## src/rtl/mc_delay_pkg.sv

```systemverilog
// Shared helpers for the multicycle data-delay block: width math and
// parameter legality checks used at elaboration time.
package mc_delay_pkg;

    localparam int MIN_RATIO    = 2;
    localparam int MAX_RATIO    = 16;
    localparam int MIN_DEPTH    = 1;
    localparam int MAX_DEPTH    = 8;
    localparam int MIN_CHANNELS = 1;
    localparam int MAX_CHANNELS = 8;

    // Ceiling log2; returns 0 for values of 1 or less.
    function automatic int clog2(input int value);
        int result;
        result = 0;
        while ((1 << result) < value) begin
            result = result + 1;
        end
        return result;
    endfunction

    // Width of the phase counter; never narrower than one bit.
    function automatic int phase_w(input int ratio);
        return (clog2(ratio) < 1) ? 1 : clog2(ratio);
    endfunction

    // True when the configuration can be built.
    function automatic bit params_ok(input int ratio, input int depth,
                                     input int capture_phase, input int channels);
        return (ratio >= MIN_RATIO) && (ratio <= MAX_RATIO) &&
               (depth >= MIN_DEPTH) && (depth <= MAX_DEPTH) &&
               (channels >= MIN_CHANNELS) && (channels <= MAX_CHANNELS) &&
               (capture_phase >= 0) && (capture_phase <= ratio - 2);
    endfunction

endpackage

```

## src/rtl/mc_phase_gen.sv

```systemverilog
// Phase counter for the divide-by-RATIO slow pipeline. Produces the slow
// tick, the mid-stage capture enable and a registered strobe aligned with
// the first cycle of each new slow-rate output word.
module mc_phase_gen
    import mc_delay_pkg::*;
#(
    parameter int RATIO         = 2,
    parameter int CAPTURE_PHASE = 0
) (
    input  logic                        pll_clock,
    input  logic                        reset,
    input  logic                        phase_clr,
    output logic [phase_w(RATIO)-1:0]   phase,
    output logic                        tick,
    output logic                        capture,
    output logic                        strobe
);

    localparam int PW = phase_w(RATIO);
    localparam logic [PW-1:0] LAST_PHASE = PW'(RATIO - 1);
    localparam logic [PW-1:0] CAP_PHASE  = PW'(CAPTURE_PHASE);

    logic [PW-1:0] cnt_reg;
    logic [PW-1:0] cnt_next;
    logic          strobe_reg;

    assign tick    = (cnt_reg == LAST_PHASE);
    assign capture = (cnt_reg == CAP_PHASE);
    assign phase   = cnt_reg;
    assign strobe  = strobe_reg;

    // Next phase: realign wins over the wrap/increment.
    always_comb begin
        cnt_next = cnt_reg + PW'(1);
        if (phase_clr) begin
            cnt_next = '0;
        end else if (tick) begin
            cnt_next = '0;
        end
    end

    // Counter and strobe registers; strobe follows tick by one cycle.
    always_ff @(posedge pll_clock) begin
        if (reset) begin
            cnt_reg    <= '0;
            strobe_reg <= 1'b0;
        end else begin
            cnt_reg    <= cnt_next;
            strobe_reg <= tick;
        end
    end

endmodule

```

## src/rtl/mc_data_delay_n.sv

```systemverilog
// Multicycle data-delay block: a fast input stage, a mid stage loaded at
// CAPTURE_PHASE and a DEPTH-deep slow pipeline advanced on each slow tick.
// Every lane shares one phase generator; valid travels in its own chain.
// CAPTURE_PHASE defaults to 0 because it must not exceed RATIO-2.
module mc_data_delay_n
    import mc_delay_pkg::*;
#(
    parameter int WIDTH         = 32,
    parameter int CHANNELS      = 1,
    parameter int RATIO         = 2,
    parameter int DEPTH         = 1,
    parameter int CAPTURE_PHASE = 0
) (
    input  logic                         pll_clock,
    input  logic                         reset,
    input  logic                         phase_clr,
    input  logic [WIDTH*CHANNELS-1:0]    data_in,
    input  logic                         valid_in,
    output logic [WIDTH*CHANNELS-1:0]    data_out,
    output logic                         valid_out,
    output logic                         strobe_out,
    output logic [phase_w(RATIO)-1:0]    phase
);

    if (!params_ok(RATIO, DEPTH, CAPTURE_PHASE, CHANNELS)) begin : g_bad_params
        $error("mc_data_delay_n: illegal RATIO/DEPTH/CAPTURE_PHASE/CHANNELS");
    end

    logic tick;
    logic capture;

    mc_phase_gen #(
        .RATIO         (RATIO),
        .CAPTURE_PHASE (CAPTURE_PHASE)
    ) u_phase_gen (
        .pll_clock (pll_clock),
        .reset     (reset),
        .phase_clr (phase_clr),
        .phase     (phase),
        .tick      (tick),
        .capture   (capture),
        .strobe    (strobe_out)
    );

    (* preserve, shreg_extract = "no" *) logic vfast_reg;
    (* preserve, shreg_extract = "no" *) logic vmid_reg;

    // Valid fast and mid stages.
    always_ff @(posedge pll_clock) begin
        if (reset) begin
            vfast_reg <= 1'b0;
            vmid_reg  <= 1'b0;
        end else begin
            vfast_reg <= valid_in;
            if (capture) begin
                vmid_reg <= vfast_reg;
            end
        end
    end

    // Valid slow chain, parallel to the data chain.
    for (genvar gj = 0; gj < DEPTH; gj++) begin : g_vstage
        (* preserve, shreg_extract = "no" *) logic q_reg;
        if (gj == 0) begin : g_first
            // First slow valid stage loads from mid on tick.
            always_ff @(posedge pll_clock) begin
                if (reset) begin
                    q_reg <= 1'b0;
                end else if (tick) begin
                    q_reg <= vmid_reg;
                end
            end
        end else begin : g_next
            // Later slow valid stages shift on tick.
            always_ff @(posedge pll_clock) begin
                if (reset) begin
                    q_reg <= 1'b0;
                end else if (tick) begin
                    q_reg <= g_vstage[gj-1].q_reg;
                end
            end
        end
    end

    assign valid_out = g_vstage[DEPTH-1].q_reg;

    // Independent data lanes, all timed by the shared tick/capture.
    for (genvar gi = 0; gi < CHANNELS; gi++) begin : g_lane
        (* preserve, shreg_extract = "no" *) logic [WIDTH-1:0] fast_reg;
        (* preserve, shreg_extract = "no" *) logic [WIDTH-1:0] mid_reg;

        // Fast stage samples every cycle; mid takes it at the capture phase.
        always_ff @(posedge pll_clock) begin
            if (reset) begin
                fast_reg <= '0;
                mid_reg  <= '0;
            end else begin
                fast_reg <= data_in[gi*WIDTH +: WIDTH];
                if (capture) begin
                    mid_reg <= fast_reg;
                end
            end
        end

        for (genvar gj = 0; gj < DEPTH; gj++) begin : g_stage
            (* preserve, shreg_extract = "no" *) logic [WIDTH-1:0] q_reg;
            if (gj == 0) begin : g_first
                // First slow data stage loads from mid on tick.
                always_ff @(posedge pll_clock) begin
                    if (reset) begin
                        q_reg <= '0;
                    end else if (tick) begin
                        q_reg <= mid_reg;
                    end
                end
            end else begin : g_next
                // Later slow data stages shift on tick.
                always_ff @(posedge pll_clock) begin
                    if (reset) begin
                        q_reg <= '0;
                    end else if (tick) begin
                        q_reg <= g_stage[gj-1].q_reg;
                    end
                end
            end
        end

        assign data_out[gi*WIDTH +: WIDTH] = g_stage[DEPTH-1].q_reg;
    end

endmodule

```

## config.mk

```make
export PLATFORM = sky130hd
export DESIGN_NAME = mc_data_delay_n
export DESIGN_NICKNAME = d
export VERILOG_FILES = /design/src/rtl/mc_delay_pkg.sv /design/src/rtl/mc_phase_gen.sv /design/src/rtl/mc_data_delay_n.sv
export SDC_FILE = /design/constraint.sdc
export NUM_CORES = 1
export LEC_CHECK = 0
export ABC_AREA = 1
export ABC_CLOCK_PERIOD_IN_PS = 1700
export CAP_MARGIN = 20
export CORE_ASPECT_RATIO = 1.1
export CORE_UTILIZATION = 55
export CTS_BUF_LIST = sky130_fd_sc_hd__clkbuf_4
export DETAILED_ROUTE_END_ITERATION = 16
export GPL_TIMING_DRIVEN = 0
export PLACE_DENSITY_LB_ADDON = 0.08
export SLEW_MARGIN = 30
export SYNTH_ARGS = -nofsm -noshare
export SYNTH_HDL_FRONTEND = slang
export SYNTH_SLANG_ARGS = --single-unit
```

## constraint.sdc

```tcl
create_clock -name pll_clock -period 1.7 [get_ports pll_clock]
set_clock_uncertainty 0.2 [all_clocks]
set_input_delay 0.17 -clock pll_clock [delete_from_list [all_inputs] [get_ports pll_clock]]
set_output_delay 0.17 -clock pll_clock [all_outputs]
set_load 0.01 [all_outputs]
```

==> summary.txt <==
Power and ir drop
  • Lkg Pwr: 2.32 nW
  • Power, Total: 4.08 mW
  • Power dissipated by switching net loads: 0.896 mW
  • P per Cell Area: 1020 mW/mm²
  • Cell-internal power: 3.19 mW
  • Largest voltage drop on the vdd net: 0.671 mV
  • Clock power share: 0.319
  • Relative contribution of sequential cells to total power: 0.609
  • Share of total power consumed by net switching: 0.219
  • Part of the total power dissipated in combinational logic: 0.072

Global route
  • Global-route total usage across every layer: 0.212
  • GR Layer Usage met2: 0.370
  • Number of antenna violations at the first check in global routing: 0
  • Remaining global-route overflow: 0
  • Global-route wire length before repair: 9290 µm
  • Pin count of the biggest net entering global routing: 16
  • Global-route track usage on met3: 0.0414
  • Most congested layer reported by global routing: met2
  • Vias in the first global route: 2,144
  • Met1 routing resource usage after global routing: 0.241

Critical path
  • Endpoint class of the critical path: output port
  • Critical path required time: 1.33 ns
  • Family with the most delay on the worst path: flip-flops
  • Crit Path Max Fanout: 2
  • Slowest cell on crit path: sky130_fd_sc_hd__dfxtp_1
  • Startpoint kind of the worst setup timing path: flop
  • Data arrival time of the critical path: 1.08 ns
  • Crit Path Class: reg -> out
  • Worst path max stage delay: 0.37 ns
  • Critical path buffers and inverters: 1
  • Cells traversed along the worst timing path: dlygate4sd2_1

Timing
  • Final critical-path setup slack: 0.251 ns
  • Max frequency: 0.690 GHz
  • Worst Hold Slack: 0.0327 ns
  • Normalized max-slew margin: 0.861
  • Final setup fails: 0
  • Setup TNS after final layout: 0 ns
  • Unrepaired setup endpoints after global routing: false
  • Least-Margin Pin Slew: 0.209 ns
  • Final clock period utilization by the worst path: 0.852
  • Crit path time final: 1.45 ns
  • Final Hold Violating Endpoints: 0
  • Final max-slew violation count: 0

Logic synthesis
  • Total number of yosys warnings: 0
  • #FFs+latches synth: 101
  • Cell area after technology mapping: 0.00309 mm²
  • Count of cell types in the netlist: 11
  • Cells after synthesis: 355
  • Syn Area/Cell: 8.70 µm²
  • Total nets after synthesis: 391
  • Sequential-to-total area share from yosys stat: 0.655

Hold path
  • Worst min path class: in -> reg

Route
  • Avg WL per Cell: 11.1 µm
  • Wire length reported by the detailed router: 5690 µm
  • Routed via count: 2,308
  • DRT Pass-1 Iters: 4
  • Iteration-0 DRC Markers: 129
  • Number of vias per cell after detailed routing: 4.48
  • Antenna viol nets, final: 0
  • DRC violation count after routing: 0

Die
  • Height of the chip: 80.6 µm
  • Number of top-level pins: 71
  • Starting density of the core: 0.572
  • Placeable core region: 0.00540 mm²
  • Count of standard-cell rows: 28
  • Horizontal extent of the die: 73.4 µm
  • Area of the die: 0.00592 mm²

Clock network
  • TritonCTS clock tree: done
  • Deepest clock path buffer count: 2
  • # Post-CTS Setup Buffers: 0
  • Number of clock sinks seen by CTS: 101
  • TritonCTS Buffers: 9
  • Clk_lat worst skew: 0.42 ns
  • Buffer cell driving the clock tree root: sky130_fd_sc_hd__clkbuf_4
  • Clk pin slew, worst setup/hold paths: 0.15 ns
  • H-tree lvl count: 3

Place
  • Number of I/O port buffers: 69
  • Post-detailed-placement cell area: 0.00387 mm²
  • Worst setup slack before clock tree synthesis: 0.440 ns
  • Placer Congestion: 0.703
  • Total placed cells including tap cells: 499
  • DP HPWL: 3890 µm

Cells and area
  • Area of all placed cells without fillers: 0.00402 mm²
  • Post-route core utilization: 0.744
  • Antenna fix cells: 0
  • Layout cells sized above 1: 0.0795
  • Post-route insts no fill: 515
  • Area added between synthesis and finish: 30.1%
  • Final net count: 472

Status
  • Status: complete, no violations

Run
  • Total of max-cap violations: 0
cells in the mapped netlist (all sizes together):
library cell / count / share of area
dfxtp: 101 / 0.65
nand2: 132 / 0.16
nor2: 35 / 0.045
nor3: 1 / 0.0016
buf: 18 / 0.042
inv: 35 / 0.043
nand3: 33 / 0.053
power by group through the flow:
stage          Sequential [mW]  Combinational (mW)  Clock [mW]
2_1_floorplan             2.54               0.147           0
3_3_place_gp              2.54               0.300           0
3_5_place_dp              2.54               0.306           0
4_1_cts                   2.49               0.301        1.32
5_1_grt                   2.50               0.330        1.41
6_report                  2.49               0.296        1.30
per-layer routing:
| layer | up-vias | share of wire |
|---|---|---|
| met4 | 0 | 0.015 |
| met1 | 1024 | 0.43 |
| met2 | 56 | 0.51 |
| met3 | 7 | 0.043 |
| li1 | 1221 | - |
| met5 | - | 0 |
layout by cell type (no fill, tap or decap):
cell type / count
sky130_fd_sc_hd__dlygate4sd3_1: 1
sky130_fd_sc_hd__nand2_1: 132
sky130_fd_sc_hd__dfxtp_1: 100
sky130_fd_sc_hd__buf_4: 1
sky130_fd_sc_hd__nor2_4: 1
sky130_fd_sc_hd__clkbuf_4: 9
sky130_fd_sc_hd__dlymetal6s2s_1: 8
sky130_fd_sc_hd__buf_2: 11
sky130_fd_sc_hd__clkinv_1: 1
sky130_fd_sc_hd__nor3_1: 1
sky130_fd_sc_hd__clkdlybuf4s50_1: 34
sky130_fd_sc_hd__buf_6: 6
sky130_fd_sc_hd__clkinv_2: 3
sky130_fd_sc_hd__bufinv_16: 2
sky130_fd_sc_hd__nand3_1: 33
sky130_fd_sc_hd__nor2_1: 34
sky130_fd_sc_hd__dlygate4sd2_1: 27
sky130_fd_sc_hd__inv_2: 1
sky130_fd_sc_hd__dfxtp_2: 1
sky130_fd_sc_hd__inv_1: 34
final cells by class:
cell class	count	area, µm²
sequential	101	2020
timing repair buffer	70	687
buffer	18	130
clock buffer	9	67.6
multi-input combinational	201	805
tap	75	93.8
fill	444	1380
inverter	35	131
clock inverter	6	78.8
cell families after synthesis:
family | Yosys count | synth area share
buffers and inverters | 53 | 0.0847
flip-flops | 101 | 0.655
AND/OR/NAND/NOR | 201 | 0.261
worst paths after layout:
check,cells after the start,slack (ns),startpoint,to
worst max-delay path,1,0.25,data_out[22]$_SDFFE_PP0P_,data_out[22]
worst min-delay path,3,0.03,data_in[20],g_lane[0].fast_reg[20]$_SDFF_PP0_
worst max register to register,6,0.43,u_phase_gen.phase$_SDFF_PP0_,data_out[29]$_SDFFE_PP0P_
worst min register to register,2,0.23,g_lane[0].fast_reg[21]$_SDFF_PP0_,g_lane[0].mid_reg[21]$_SDFFE_PP0N_
repair_timing:
item,in CTS,in global routing
hold endpoints to repair,11,0
endpoints found under the setup margin,27,8
hold buffers,1,0
resized for setup,28,8
No activity file was read; power rests on OpenSTA's default activity.
